File: src/rtl/program_loader.sv
// Boot-time image loader: takes a framed byte stream, assembles big-endian words,
// writes them to instruction memory and releases the core once the checksum matches.
module program_loader #(
  parameter int IMEM_WORDS = 64
) (
  input  logic        clk,
  input  logic        resetN,
  input  logic [7:0]  rx_data,
  input  logic        rx_valid,
  output logic        rx_ready,
  input  logic        reload,
  output logic        imem_wr_en,
  output logic [31:0] imem_wr_addr,
  output logic [31:0] imem_wr_data,
  output logic        core_resetN,
  output logic        load_done,
  output logic        load_err
);

  typedef enum logic [2:0] {CNT_HI, CNT_LO, DATA, CHECK, DONE, ERR} state_t;

  localparam logic [15:0] MAX_N = 16'(IMEM_WORDS);

  state_t      state;
  logic [15:0] cnt;
  logic [15:0] word_idx;
  logic [1:0]  byte_idx;
  logic [23:0] shreg;
  logic [7:0]  csum;
  logic        accept;

  assign accept = rx_valid & rx_ready;

  always_ff @(posedge clk or negedge resetN) begin
    if (!resetN) begin
      state        <= CNT_HI;
      cnt          <= '0;
      word_idx     <= '0;
      byte_idx     <= '0;
      shreg        <= '0;
      csum         <= '0;
      rx_ready     <= 1'b0;
      imem_wr_en   <= 1'b0;
      imem_wr_addr <= '0;
      imem_wr_data <= '0;
      core_resetN  <= 1'b0;
      load_done    <= 1'b0;
      load_err     <= 1'b0;
    end else begin
      imem_wr_en <= 1'b0;
      case (state)
        CNT_HI: begin
          // rx_ready comes up one cycle after reset release
          rx_ready <= 1'b1;
          if (accept) begin
            cnt   <= {rx_data, 8'd0};
            state <= CNT_LO;
          end
        end
        CNT_LO: begin
          if (accept) begin
            cnt      <= {cnt[15:8], rx_data};
            word_idx <= '0;
            byte_idx <= '0;
            if ({cnt[15:8], rx_data} > MAX_N) begin
              state    <= ERR;
              rx_ready <= 1'b0;
              load_err <= 1'b1;
            end else if ({cnt[15:8], rx_data} == 16'd0) begin
              state <= CHECK;
            end else begin
              state <= DATA;
            end
          end
        end
        DATA: begin
          if (accept) begin
            shreg    <= {shreg[15:0], rx_data};
            csum     <= csum ^ rx_data;
            byte_idx <= byte_idx + 2'd1;
            // Last byte of a word: strobe the completed word next cycle
            if (byte_idx == 2'd3) begin
              imem_wr_en   <= 1'b1;
              imem_wr_addr <= {14'd0, word_idx, 2'b00};
              imem_wr_data <= {shreg, rx_data};
              word_idx     <= word_idx + 16'd1;
              if (word_idx == cnt - 16'd1) state <= CHECK;
            end
          end
        end
        CHECK: begin
          if (accept) begin
            rx_ready <= 1'b0;
            if (rx_data == csum) begin
              state       <= DONE;
              core_resetN <= 1'b1;
              load_done   <= 1'b1;
            end else begin
              state    <= ERR;
              load_err <= 1'b1;
            end
          end
        end
        DONE, ERR: begin
          if (reload) begin
            state       <= CNT_HI;
            cnt         <= '0;
            word_idx    <= '0;
            byte_idx    <= '0;
            shreg       <= '0;
            csum        <= '0;
            rx_ready    <= 1'b1;
            core_resetN <= 1'b0;
            load_done   <= 1'b0;
            load_err    <= 1'b0;
          end
        end
        default: begin
          state    <= ERR;
          rx_ready <= 1'b0;
          load_err <= 1'b1;
        end
      endcase
    end
  end

endmodule

File: config.mk
export PLATFORM = sky130hd
export DESIGN_NAME = program_loader
export DESIGN_NICKNAME = d
export VERILOG_FILES = /design/src/rtl/program_loader.sv
export SDC_FILE = /design/constraint.sdc
export NUM_CORES = 1
export LEC_CHECK = 0
export BUFFER_PORTS_ARGS = -buffer_cell sky130_fd_sc_hd__buf_2
export CAP_MARGIN = 20
export CORE_UTILIZATION = 45
export DETAILED_ROUTE_END_ITERATION = 8
export GPL_TIMING_DRIVEN = 0
export HOLD_SLACK_MARGIN = 0.12
export PLACE_DENSITY = 0.65
export SLEW_MARGIN = 20
export SYNTH_ARGS = -nofsm -noshare
export SYNTH_HDL_FRONTEND = slang
export SYNTH_SLANG_ARGS = --single-unit
File: constraint.sdc
create_clock -name clk -period 3.54 [get_ports clk]
set_input_delay 0.177 -clock clk [delete_from_list [all_inputs] [get_ports clk]]
set_output_delay 0.177 -clock clk [all_outputs]
set_load 0.01 [all_outputs]
Word-level counts from Yosys, hierarchy flattened
Index checks and enable logic that the tools add are counted.
{ "word_totals": {"ff_bits": 121, "in_bits": 12, "out_inout_bits": 69, "word_cells": 105} }
{ "classes": {"n_addsub": 3, "order_cmp": 1, "n_eq_ne": 18, "n_mux": 46, "n_bitwise": 5, "reduce_logical": 19} }
{ "op_table": {"columns": ["operator", "count"], "rows": [
  ["$pmux 16 s3", 2],
  ["$mux 16", 5],
  ["$mux 24", 2],
  ["$pmux 24 s2", 1],
  ["$mux 3", 8],
  ["$mux 8", 3],
  ["$ne 2x2->1 const B", 10],
  ["$add 16x1->16 const B", 1],
  ["$eq 16x16->1", 1],
  ["$gt 16x7->1 const B", 1],
  ["$logic_not 16->1", 1],
  ["$mux 1", 16],
  ["$pmux 8 s2", 1],
  ["$reduce_and 4->1", 4],
  ["$sub 16x1->16 const B", 1],
  ["$pmux 3 s5", 1],
  ["$reduce_and 5->1", 2],
  ["$eq 8x8->1", 1],
  ["$xor 8x8->8", 1],
  ["$reduce_and 7->1", 1],
  ["$eq 3x2->1 const B", 2],
  ["$eq 3x3->1 const B", 2],
  ["$mux 2", 3],
  ["$pmux 2 s3", 1],
  ["other kinds (14)", 21]
]} }

Depth between registers and ports, before layout
Gate-level depths: netlist of run 1.
{ "depth": {"word_depth": 6, "depth_mapped": 9, "mapped_depth_nobuf": 9} }

Worst setup path after synthesis of run 1
Ideal clock, no wire load.
{ "synth_path": {"kind": "register to register", "startpoint": "reg cnt[0]", "endpoint": "reg state[0]", "setup_ps": 125, "t_arrival_ps": 2406, "required_ps": 3415, "setup_slack_ps": 1010, "stages_incl_launch_ff": 8, "n_path_buf": 0, "synth_period_minus_slack_ps": 2530, "path_cell_list": "dfrtp_1 -> or4_4 -> or2_1 -> or4_4 -> xnor2_2 -> nor4_1 -> a31oi_1 -> mux2_2"} }
{ "synth_between": {"elab_chain_cells": 4} }
{ "synth_rtl": {"columns": ["element", "line_no", "rtl"], "rows": [
  ["start: declaration", "25", "logic [15:0] cnt;"],
  ["start signal: assignment", "56", "cnt <= {rx_data, 8'd0};"],
  ["start signal: assignment", "62", "cnt <= {cnt[15:8], rx_data};"],
  ["$sub 16x1->16", "87", "if (word_idx == cnt - 16'd1) state <= CHECK;"],
  ["$eq 16x16->1", "87", null],
  ["$ne 2x2->1 (no source line)", null, null],
  ["$reduce_and 7->1 (no source line)", null, null],
  ["end signal: assignment", "87", null],
  ["end signal: assignment", "95", "state <= DONE;"],
  ["end signal: assignment", "99", "state <= ERR;"],
  ["end: declaration", "24", "state_t state;"]
]} }
No other way between the ends.
A chain may end at the register's enable or synchronous reset.

Worst setup path in the final report of run 1
{ "layout_path": {"startpoint": "reg rx_ready", "endpoint": "reg imem_wr_data[15]"} }
{ "layout_between": {"elab_chain_cells": 2} }
{ "layout_rtl": {"columns": ["element", "line_no", "rtl"], "rows": [
  ["start: declaration", "10", "output logic rx_ready,"],
  ["start signal: assignment", "42", "rx_ready <= 1'b0;"],
  ["start signal: assignment", "54", "rx_ready <= 1'b1;"],
  ["start signal: assignment", "67", "rx_ready <= 1'b0;"],
  ["$and 1x1->1", "32", "assign accept = rx_valid & rx_ready;"],
  ["$reduce_and 3->1 (no source line)", null, null],
  ["end signal: assignment", "85", "imem_wr_data <= {shreg, rx_data};"],
  ["end: declaration", "14", "output logic [31:0] imem_wr_data,"]
]} }
No other way between the ends.

==> results of run 1 <==
-- worst max-delay path, cell delays in order (launching register included) --
cell,delay (ns)
dfrtp_1,0.37
and2_1,0.15
clkbuf_1,0.34
nand2_1,0.17
nor2_1,0.66
clkbuf_1,0.62
mux2_2,0.41
-- metrics by stage --
| stage | hold slack [ns] | power [µW] |
|---|---|---|
| global placement | 0.453 | 2680 |
| CTS | 0.188 | 4500 |
| global route | 0.201 | 4710 |
| floorplan | -0.119 | 2400 |
| finish | 0.198 | 4480 |
| detailed placement | 0.173 | 2720 |
-- per-layer routing --
metal / track usage, % / vias to the layer above / share of wire [%]
li1: - / 2134 / -
met1: 28.2 / 2224 / 45
met2: 35.0 / 102 / 49
met3: 5.44 / 11 / 4.2
met4: 8.14 / 0 / 1.2
met5: 0 / - / 0
-- repair_timing --
action | in CTS | in global routing
setup endpoints to repair | 0 | 0
endpoints found under the hold margin | 60 | 0
hold buffers | 2 | 0
-- synthesized netlist by cell type, types with 3 or more instances --
library cell    n
dfrtp_1       121
nand2_1        96
mux2_2         49
o21ai_0        41
nor2_1         40
clkbuf_1       32
nand3_1        30
xor2_1         21
buf_4          17
xnor2_1        15
a21oi_1        14
inv_1          14
nor3_1         10
nand2b_1        7
o21ai_1         7
o31ai_1         5
or3_1           5
nand4_1         4
nor4_1          4
a31oi_1         3
and3_1          3
ha_1            3
or4_1           3
or4_4           3
-- worst paths after layout --
path / cells past startpoint / to / start
worst max-delay path: 6 / imem_wr_data[15] / rx_ready
min in group asynchronous: 2 / imem_wr_addr[6] / resetN
worst min-delay path: 3 / cnt[8] / rx_data[0]
max in group asynchronous: 3 / imem_wr_data[9] / resetN
worst max register to register: 6 / imem_wr_data[15] / rx_ready
worst min register to register: 2 / shreg[22] / shreg[22]
-- power breakdown --
group          internal [µW]  switching [µW]
Combinational            404             757
Clock                   1170             588
Sequential              1470            92.8
-- cells by family (layout without fill, tap and decap cells) --
kind of cell / after synthesis / in the layout
compound gates: 90 / 90
xor+xnor: 37 / 37
fa+ha+maj: 3 / 3
buf+inv: 65 / 155
flops: 121 / 121
mux: 49 / 49
other cells: 1 / 16
simple gates: 215 / 215
-- cells in the final DEF (no fill, tap or decap), types with 10 or more instances in the layout --
cell type / synthesis / layout
buf_4: 17 / 17
inv_1: 14 / 14
a21oi_1: 14 / 14
xor2_1: 21 / 21
mux2_2: 49 / 49
dfrtp_1: 121 / 121
nor3_1: 10 / 10
conb_1: 1 / 16
nand2_1: 96 / 96
o21ai_0: 41 / 41
clkbuf_1: 32 / 34
xnor2_1: 15 / 15
nand3_1: 30 / 30
nor2_1: 40 / 40
buf_2: 0 / 55
clkbuf_16: 0 / 17
-- registers in the layout (all words and copies together) (netlist names), 2 cells and up --
| signal | flops |
|---|---|
| imem_wr_data | 32 |
| shreg | 24 |
| cnt | 16 |
| imem_wr_addr | 16 |
| word_idx | 16 |
| csum | 8 |
| state | 3 |
| byte_idx | 2 |
-- area by class of cell --
class,instances,area (µm²)
fill,1105,5570
multi-input combinational,410,2510
buffer,51,256
tap,172,215
clock inverter,8,118
sequential,121,3030
inverter,14,52.6
clock buffer,23,488
timing repair buffer,59,334
==> results.tsv, run 1 <==
metric	value	unit
max_slew.worst_pin.slew	0.809	ns
synthTopCellsByArea	dfrtp_1 (52%), mux2_2 (9.5%), nand2_1 (6.2%)	
worst_slack	0.703	ns
vias	4471	
synth_top_family_by_area	simple AND/OR/NAND/NOR gates	
ios	81	
cts.path.max_buffers	2	
tns	0	ns
synth_area_per_cell	9.96	µm²
slew_headroom	45.8	%
cts_buffers	17	
avgRoutedWirePerCell	15.8	µm
routabilityCongestion	0.888	
postCtsSetupRepairBufs	0	
fin_skew	0.00827	ns
n_antenna_cell	0	
worst-setup-path-type	reg -> reg	
fin_util	55.7	%
period_minus_slack	2.84	ns
p_leak	0.00354	µW
cts_resized	0	
synth_top_area_share	52.3	%
run_status	finished clean	
arrival	3.14	ns
synthAdderAreaFrac	0.649	%
fmax	352	MHz
grt_pass1_wl	21800	µm
firstDrtPassIters	4	
drive_gt1_share	23.5	%
via_per_inst	5.21	
portBuffers	56	
insertion_delay	0.42	ns
layout.cells.non_filler	858	
ir_drop	359	µV
grtUsageTotal	21.7	%
path_max_fanout	10	
drv_cap	0	
fin_crit_sh	80.1	%
ys.flop_type	dfrtp_1	
syn_inst	581	
wl	13500	µm
seq_area_frac_synth	52.3	%
synth_edf_count	0	
layout.nets	689	
area_growth	20.9	%
synthMuxAreaShare	9.53	%
grt.overflow.total	0	
drt_iter0_drc	262	
synth_compound_area_share	9.34	%
start_kind	flop	
final_antenna_net_count	0	
pre_cts_ws	0.748	ns
antenna_found_initial	0	
dp_cells	825	
ys_warn_count	0	
cts_root_buf	clkbuf_16	
clkTransAtPathRegs	0.06	ns
dieHeight	115	µm
cts_tree	done	
slew_violations	0	
r2r_slack	0.70	ns
drc_errors	0	
end_kind	flop	
synthArstFlopShare	100	%
grt_max_degree	64	
rsz0062_at_grt	false	
yosys.area_share.simple	17.0	%
start_util	46.1	%
yosys.cell_types.count	51	
chipWidth	115	µm
final_hold_viol_count	0	
worst-endpoint-required	3.84	ns
synth_top_cell_by_area	dfrtp_1	
setup_viol	0	
fin_area	0.00700	mm²
syn_area	0.00579	mm²
cts_sinks	121	
hold_class	in -> reg	
row_count	41	
ys_ff_latch	121	
placed_area	0.00637	mm²
dp_hpwl	9480	µm
htreeDepth	4	
grt_pass1_vias	4377	
synth_xor_area_share	5.73	%
core	0.0126	mm²
power.density	641	mW/mm²
dieArea	0.0133	mm²
Note: power is estimated with default switching activity, not from simulation.
==> run 2: changes to the inputs <==
--- a/config.mk
+++ b/config.mk
@@ -5,13 +5,13 @@
 export SDC_FILE = /design/constraint.sdc
 export NUM_CORES = 1
 export LEC_CHECK = 0
+export ABC_AREA = 1
 export BUFFER_PORTS_ARGS = -buffer_cell sky130_fd_sc_hd__buf_2
 export CAP_MARGIN = 20
 export CORE_UTILIZATION = 45
 export DETAILED_ROUTE_END_ITERATION = 8
 export GPL_TIMING_DRIVEN = 0
 export HOLD_SLACK_MARGIN = 0.12
-export PLACE_DENSITY = 0.65
 export SLEW_MARGIN = 20
 export SYNTH_ARGS = -nofsm -noshare
 export SYNTH_HDL_FRONTEND = slang
==> constraint.sdc (replaced) <==
create_clock -name clk -period 3 [get_ports clk]
set_input_delay 0.15 -clock clk [delete_from_list [all_inputs] [get_ports clk]]
set_output_delay 0.15 -clock clk [all_outputs]
set_load 0.01 [all_outputs]
==> run 2 against run 1 <==
  * Final cell count up 17%
  * Clock skew down 0.0024 ns
  * Via count up 14%
==> results.tsv, run 2 <==
metric	value	unit	change
ir_drop	591	µV	+65%
grtUsageTotal	24.1	%	+2.4 points
fmax	444	MHz	+26%
fin_crit_sh	75.1	%	-5.1 points
slew_headroom	62.7	%	+17 points
setup_viol	0		unchanged
synth_top_cell_by_area	dfrtp_1		
max_slew.worst_pin.slew	0.560	ns	-0.250 ns
postCtsSetupRepairBufs	0		unchanged
seq_area_frac_synth	50.7	%	-1.6 points
dp_hpwl	11000	µm	+17%
portBuffers	64		+14%
cts.path.max_buffers	2		unchanged
path_max_fanout	6		-4
drive_gt1_share	17.8	%	-5.6 points
end_kind	flop		
yosys.cell_types.count	43		-16%
worst_slack	0.748	ns	+0.0458 ns
power.density	912	mW/mm²	+42%
largest_register_ffs	32		unchanged
worst-setup-path-type	reg -> reg		
antenna_found_initial	0		unchanged
grt_pass1_wl	24400	µm	+12%
ys_warn_count	0		unchanged
multi_input_area	0.00249	mm²	-0.60%
power.total	6660	µW	+48%
drt_iter0_drc	331		+26%
cts_root_buf	clkbuf_16		
syn_inst	713		+23%
final_hold_viol_count	0		unchanged
routabilityCongestion	0.862		-2.9%
synth_top_area_share	50.7	%	-1.6 points
synth_area_per_cell	8.38	µm²	-16%
clkTransAtPathRegs	0.05	ns	about the same
firstDrtPassIters	5		+1
run_status	finished clean		
yosysMostFrequentCell	nand2_1		
final_antenna_net_count	0		unchanged
wl	15100	µm	+11%
cts_sinks	121		unchanged
register_area	0.00303	mm²	unchanged
grt.overflow.total	0		unchanged
arrival	2.55	ns	-0.59 ns
avgRoutedWirePerCell	15.0	µm	-5.2%
layout.nets	837		+21%
pre_cts_ws	0.712	ns	-0.0359 ns
layout.cells.non_filler	1007		+17%
start_kind	flop		
rsz0062_at_grt	false		
area_growth	22.2	%	
htreeDepth	4		unchanged
synth_edf_count	0		unchanged
chipWidth	117	µm	+1.6%
period_minus_slack	2.25	ns	-0.586 ns
n_antenna_cell	0		unchanged
nFillCells	1176		+6.4%
ys_ff_latch	121		unchanged
cts_tree	done		
grt_pass1_vias	4882		+12%
grt_max_degree	83		+30%
synthTopCellsByArea	dfrtp_1 (51%), nand2_1 (11%), nand3_1 (5.5%)		
vias	5100		+14%
layout_common_cells	nand2_1 (176), dfrtp_1 (121), buf_2 (70)		
via_per_inst	5.06		-2.8%
p_leak	0.00370	µW	+4.7%
tns	0	ns	unchanged
drv_cap	0		unchanged
slew_violations	0		unchanged
core	0.0128	mm²	+1.6%
dp_cells	965		+17%
cts_resized	0		unchanged
synthArstFlopShare	100	%	unchanged
dieArea	0.0137	mm²	+3.2%
drc_errors	0		unchanged
synthTopCellsByCount	nand2_1 (176), dfrtp_1 (121), nand3_1 (66), inv_1 (64), o21ai_0 (58)		
top_register	imem_wr_data		
hold_class	in -> async		
top_regs	imem_wr_data: 32 flops, shreg: 24 flops		
cts_buffers	17		unchanged
dieHeight	117	µm	+1.6%
ios	81		unchanged
ys.flop_type	dfrtp_1		
start_util	46.8	%	+0.73 points
final_common_cell	nand2_1		
row_count	41		unchanged
insertion_delay	0.41	ns	about the same
worst-endpoint-required	3.30	ns	-0.54 ns
syn_area	0.00598	mm²	+3.2%
cts_hold_buf	10		+8
fin_skew	0.00583	ns	-0.00244 ns
[run 2: final timing paths]
| path | from | endpoint | slack, ns | cells after the start |
|---|---|---|---|---|
| min reg2reg | imem_wr_data[22] | imem_wr_data[22] | 0.47 | 2 |
| max | cnt[0] | state[0] | 0.75 | 15 |
| max in group asynchronous | resetN | shreg[17] | 2.06 | 3 |
| max reg2reg | cnt[0] | state[0] | 0.75 | 15 |
| min | resetN | imem_wr_data[27] | 0.22 | 2 |
| min in group clk | rx_valid | load_done | 0.32 | 5 |
[run 2: per-stage QoR]
step / utilization [%] / hold slack (ns) / instance area (µm²)
final: 57.2 / 0.218 / 7300
after global routing: 57.2 / 0.235 / 7300
after CTS: 57.2 / 0.219 / 7300
after detailed placement: 51.7 / 0.0814 / 6600
after global placement: 51.4 / 0.454 / 6570
after floorplan: - / -0.146 / 6030
[run 2: cells by family after synthesis]
group	Yosys count	share of synthesized area, %
compound gates	121	10.8
xor+xnor	26	3.81
buf+inv	111	8.56
fa+ha+maj	3	0.628
other cells	1	0.0628
simple gates	330	25.5
flops	121	50.7
[run 2: per-layer routing]
metal	share of wire [%]	track usage, %
met4	1.7	10.5
met2	45	36.8
met5	0	0
met1	49	33.4
met3	5.0	4.53
[run 2: layout make-up]
| class | instances | area share (%) |
|---|---|---|
| Multi-Input combinational cell | 496 | 34.1 |
| Tap cell | 172 | 2.95 |
| Timing Repair Buffer | 75 | 6.22 |
| Buffer | 40 | 3.36 |
| Clock buffer | 25 | 6.65 |
| Sequential cell | 121 | 41.5 |
| Clock inverter | 7 | 1.58 |
| Inverter | 71 | 3.65 |
[run 2: where the power goes]
group	internal (µW)	leakage, µW	total, µW	switching [µW]
logic	773	0.00178	2430	1650
registers	1940	0.00164	2160	216
clock network	1370	0.000287	2080	706
[run 2: critical path, cell delays in order, from the launching register on]
cell	delay (ns)
dfrtp_1	0.38
inv_1	0.16
ha_1	0.22
nand3_1	0.16
nor2_1	0.35
nand3_1	0.11
nand2_1	0.09
nand2_1	0.05
inv_1	0.04
nand2_1	0.04
nor2_1	0.14
nand2_1	0.09
nand2_1	0.11
nand2_1	0.08
nand2_1	0.07
nand2_1	0.05
==> run 3: changes to the inputs <==
--- a/config.mk
+++ b/config.mk
@@ -12,6 +12,7 @@
 export DETAILED_ROUTE_END_ITERATION = 8
 export GPL_TIMING_DRIVEN = 0
 export HOLD_SLACK_MARGIN = 0.12
+export PLACE_DENSITY = 0.67
 export SLEW_MARGIN = 20
 export SYNTH_ARGS = -nofsm -noshare
 export SYNTH_HDL_FRONTEND = slang
==> constraint.sdc (replaced) <==
create_clock -name clk -period 2.05 [get_ports clk]
set_input_delay 0.1025 -clock clk [delete_from_list [all_inputs] [get_ports clk]]
set_output_delay 0.1025 -clock clk [all_outputs]
set_load 0.01 [all_outputs]
==> run 3 against run 2 <==
  * Hold slack got worse by 0.026 ns
  * Core utilization is 0.94 points higher
  * Setup slack worse by 0.62 ns
  * Die area unchanged
  * Via count increased by 3.2%
  * Total power up 50%
  * Register-to-register slack worse by 0.62 ns
  * Highest routed layer unchanged
  * Sequential power rose by 48%
  * Count of clock-buffer cells in the layout is the same
  * Global-route usage rose by 0.40 points
  * Final cell count grew 0.40%
==> results.tsv, run 3 (same netlist as run 2, synthesis figures left out) <==
metric	value	unit	change
fin_skew	0.00609	ns	+0.000265 ns
slew_violations	0		unchanged
dp_hpwl	11300	µm	+2.1%
m1WireLength	7050	µm	-3.6%
crit_start	state[0]		
grtUsageTotal	24.5	%	+0.40 points
core	0.0128	mm²	unchanged
slew_headroom	66.9	%	+4.2 points
chipWidth	117	µm	unchanged
insertion_delay	0.42	ns	about the same
vias	5261		+3.2%
worst-endpoint-required	2.35	ns	-0.95 ns
hold_class	in -> async		
period_minus_slack	1.92	ns	-0.331 ns
cts.path.max_buffers	2		unchanged
row_count	41		unchanged
register_area	0.00303	mm²	+0.12%
start_kind	flop		
power.density	1350	mW/mm²	+48%
multi_input_area	0.00259	mm²	+3.8%
cts_root_buf	clkbuf_16		
r2r_end	imem_wr_data[3]		
fin_crit_sh	93.7	%	+19 points
arrival	2.22	ns	-0.33 ns
p_leak	0.00375	µW	+1.2%
grt_max_degree	75		-9.6%
setup_viol	0		unchanged
top_register	imem_wr_data		
clkTransAtPathRegs	0.05	ns	about the same
routabilityCongestion	0.834		-3.3%
layout.nets	841		+0.48%
route.met2.wl	7430	µm	+10%
ff2ff_path_depth	10		-5
nFillCells	1187		+0.94%
final_common_cell	nand2_1		
firstDrtPassIters	5		unchanged
endpoint	imem_wr_data[3]		
antenna_found_initial	0		unchanged
run_status	finished clean		
area_growth	24.2	%	
power.total	10000	µW	+50%
drive_gt1_share	20.7	%	+2.9 points
grt.overflow.total	0		unchanged
htreeDepth	4		unchanged
ios	81		unchanged
timing.rr.start	state[0]		
avgRoutedWirePerCell	15.3	µm	+2.3%
drt_iter0_drc	312		-5.7%
top_layer	met4		
top_regs	imem_wr_data: 32 flops, shreg: 24 flops		
final_antenna_net_count	0		unchanged
cts_buffers	17		unchanged
fmax	521	MHz	+17%
path_max_fanout	10		+4
start_util	46.8	%	unchanged
layout_common_cells	nand2_1 (174), dfrtp_1 (118), buf_2 (71)		
dieArea	0.0137	mm²	unchanged
drv_cap	0		unchanged
fin_util	58.1	%	+0.94 points
worst-setup-path-type	reg -> reg		
end_kind	flop		
largest_register_ffs	32		unchanged
dieHeight	117	µm	unchanged
wl_met3	699	µm	-7.0%
cts_tree	done		
max_slew.worst_pin.slew	0.495	ns	-0.0650 ns
final_hold_viol_count	0		unchanged
via_per_inst	5.20		+2.7%
tns	0	ns	unchanged
r2r_slack	0.13	ns	-0.62 ns
grt_pass1_vias	5083		+4.1%
n_antenna_cell	0		unchanged
ir_drop	860	µV	+45%
cts_sinks	121		unchanged
portBuffers	64		unchanged
wl	15500	µm	+2.8%
grt_pass1_wl	25000	µm	+2.5%
drc_errors	0		unchanged
run 3: layout make-up:
class / instances / area share, %
Inverter: 71 / 3.62
Clock inverter: 7 / 1.21
Sequential cell: 121 / 40.8
Tap cell: 172 / 2.90
Buffer: 40 / 3.35
Clock buffer: 25 / 6.68
Timing Repair Buffer: 79 / 6.52
Multi-Input combinational cell: 496 / 34.9
run 3: routing by layer:
| layer | global-route usage [%] | vias to the layer above |
|---|---|---|
| li1 | - | 2542 |
| met1 | 31.1 | 2550 |
| met2 | 40.5 | 143 |
| met3 | 5.92 | 26 |
| met4 | 9.20 | 0 |
| met5 | 0 | - |
run 3: critical path: stages, from the launching register on:
cell     delay, ns
dfrtp_2       0.45
nor2_4        0.17
nand2_4       0.12
inv_4         0.12
nand4_1       0.18
nor2_4        0.19
inv_2         0.07
buf_4         0.17
buf_4         0.19
nand2_1       0.07
o21ai_1       0.06
run 3: repair_timing:
| action | 4_1_cts | 5_1_grt |
|---|---|---|
| hold buffers | 10 | 0 |
| pin swaps | 1 | 5 |
| endpoints found under the hold margin | 158 | 0 |
| gates resized for setup | 12 | 20 |
| endpoints found under the setup margin | 50 | 85 |
| setup buffers | 0 | 4 |
run 3: worst min-delay path by stage:
| stage | start | end | slack [ns] | cells after the start |
|---|---|---|---|---|
| after global routing | resetN | imem_wr_data[26] | 0.23 | 2 |
| after CTS | resetN | imem_wr_data[26] | 0.20 | 2 |
| final | resetN | imem_wr_data[23] | 0.19 | 2 |
| after global placement | rx_data[7] | cnt[15] | 0.43 | 3 |
| after detailed placement | resetN | imem_wr_data[26] | 0.07 | 1 |
| after floorplan | resetN | byte_idx[0] | -0.19 | 0 |
run 3: metrics by stage:
stage,hold WS [ns],std cells,setup slack [ns],instance area [µm²]
after CTS,0.200,1007,0.000141,7320
after global routing,0.230,1011,-0.00789,7420
after floorplan,-0.193,728,0.199,6030
after global placement,0.432,964,-0.549,6570
after detailed placement,0.0677,965,-0.225,6600
final,0.192,1011,0.130,7420
run 3: power by group:
part | leakage, µW | internal, µW | total, µW | switching [µW]
registers | 0.00164 | 2840 | 3190 | 347
clock network | 0.000283 | 1910 | 2940 | 1030
logic | 0.00183 | 1280 | 3870 | 2590
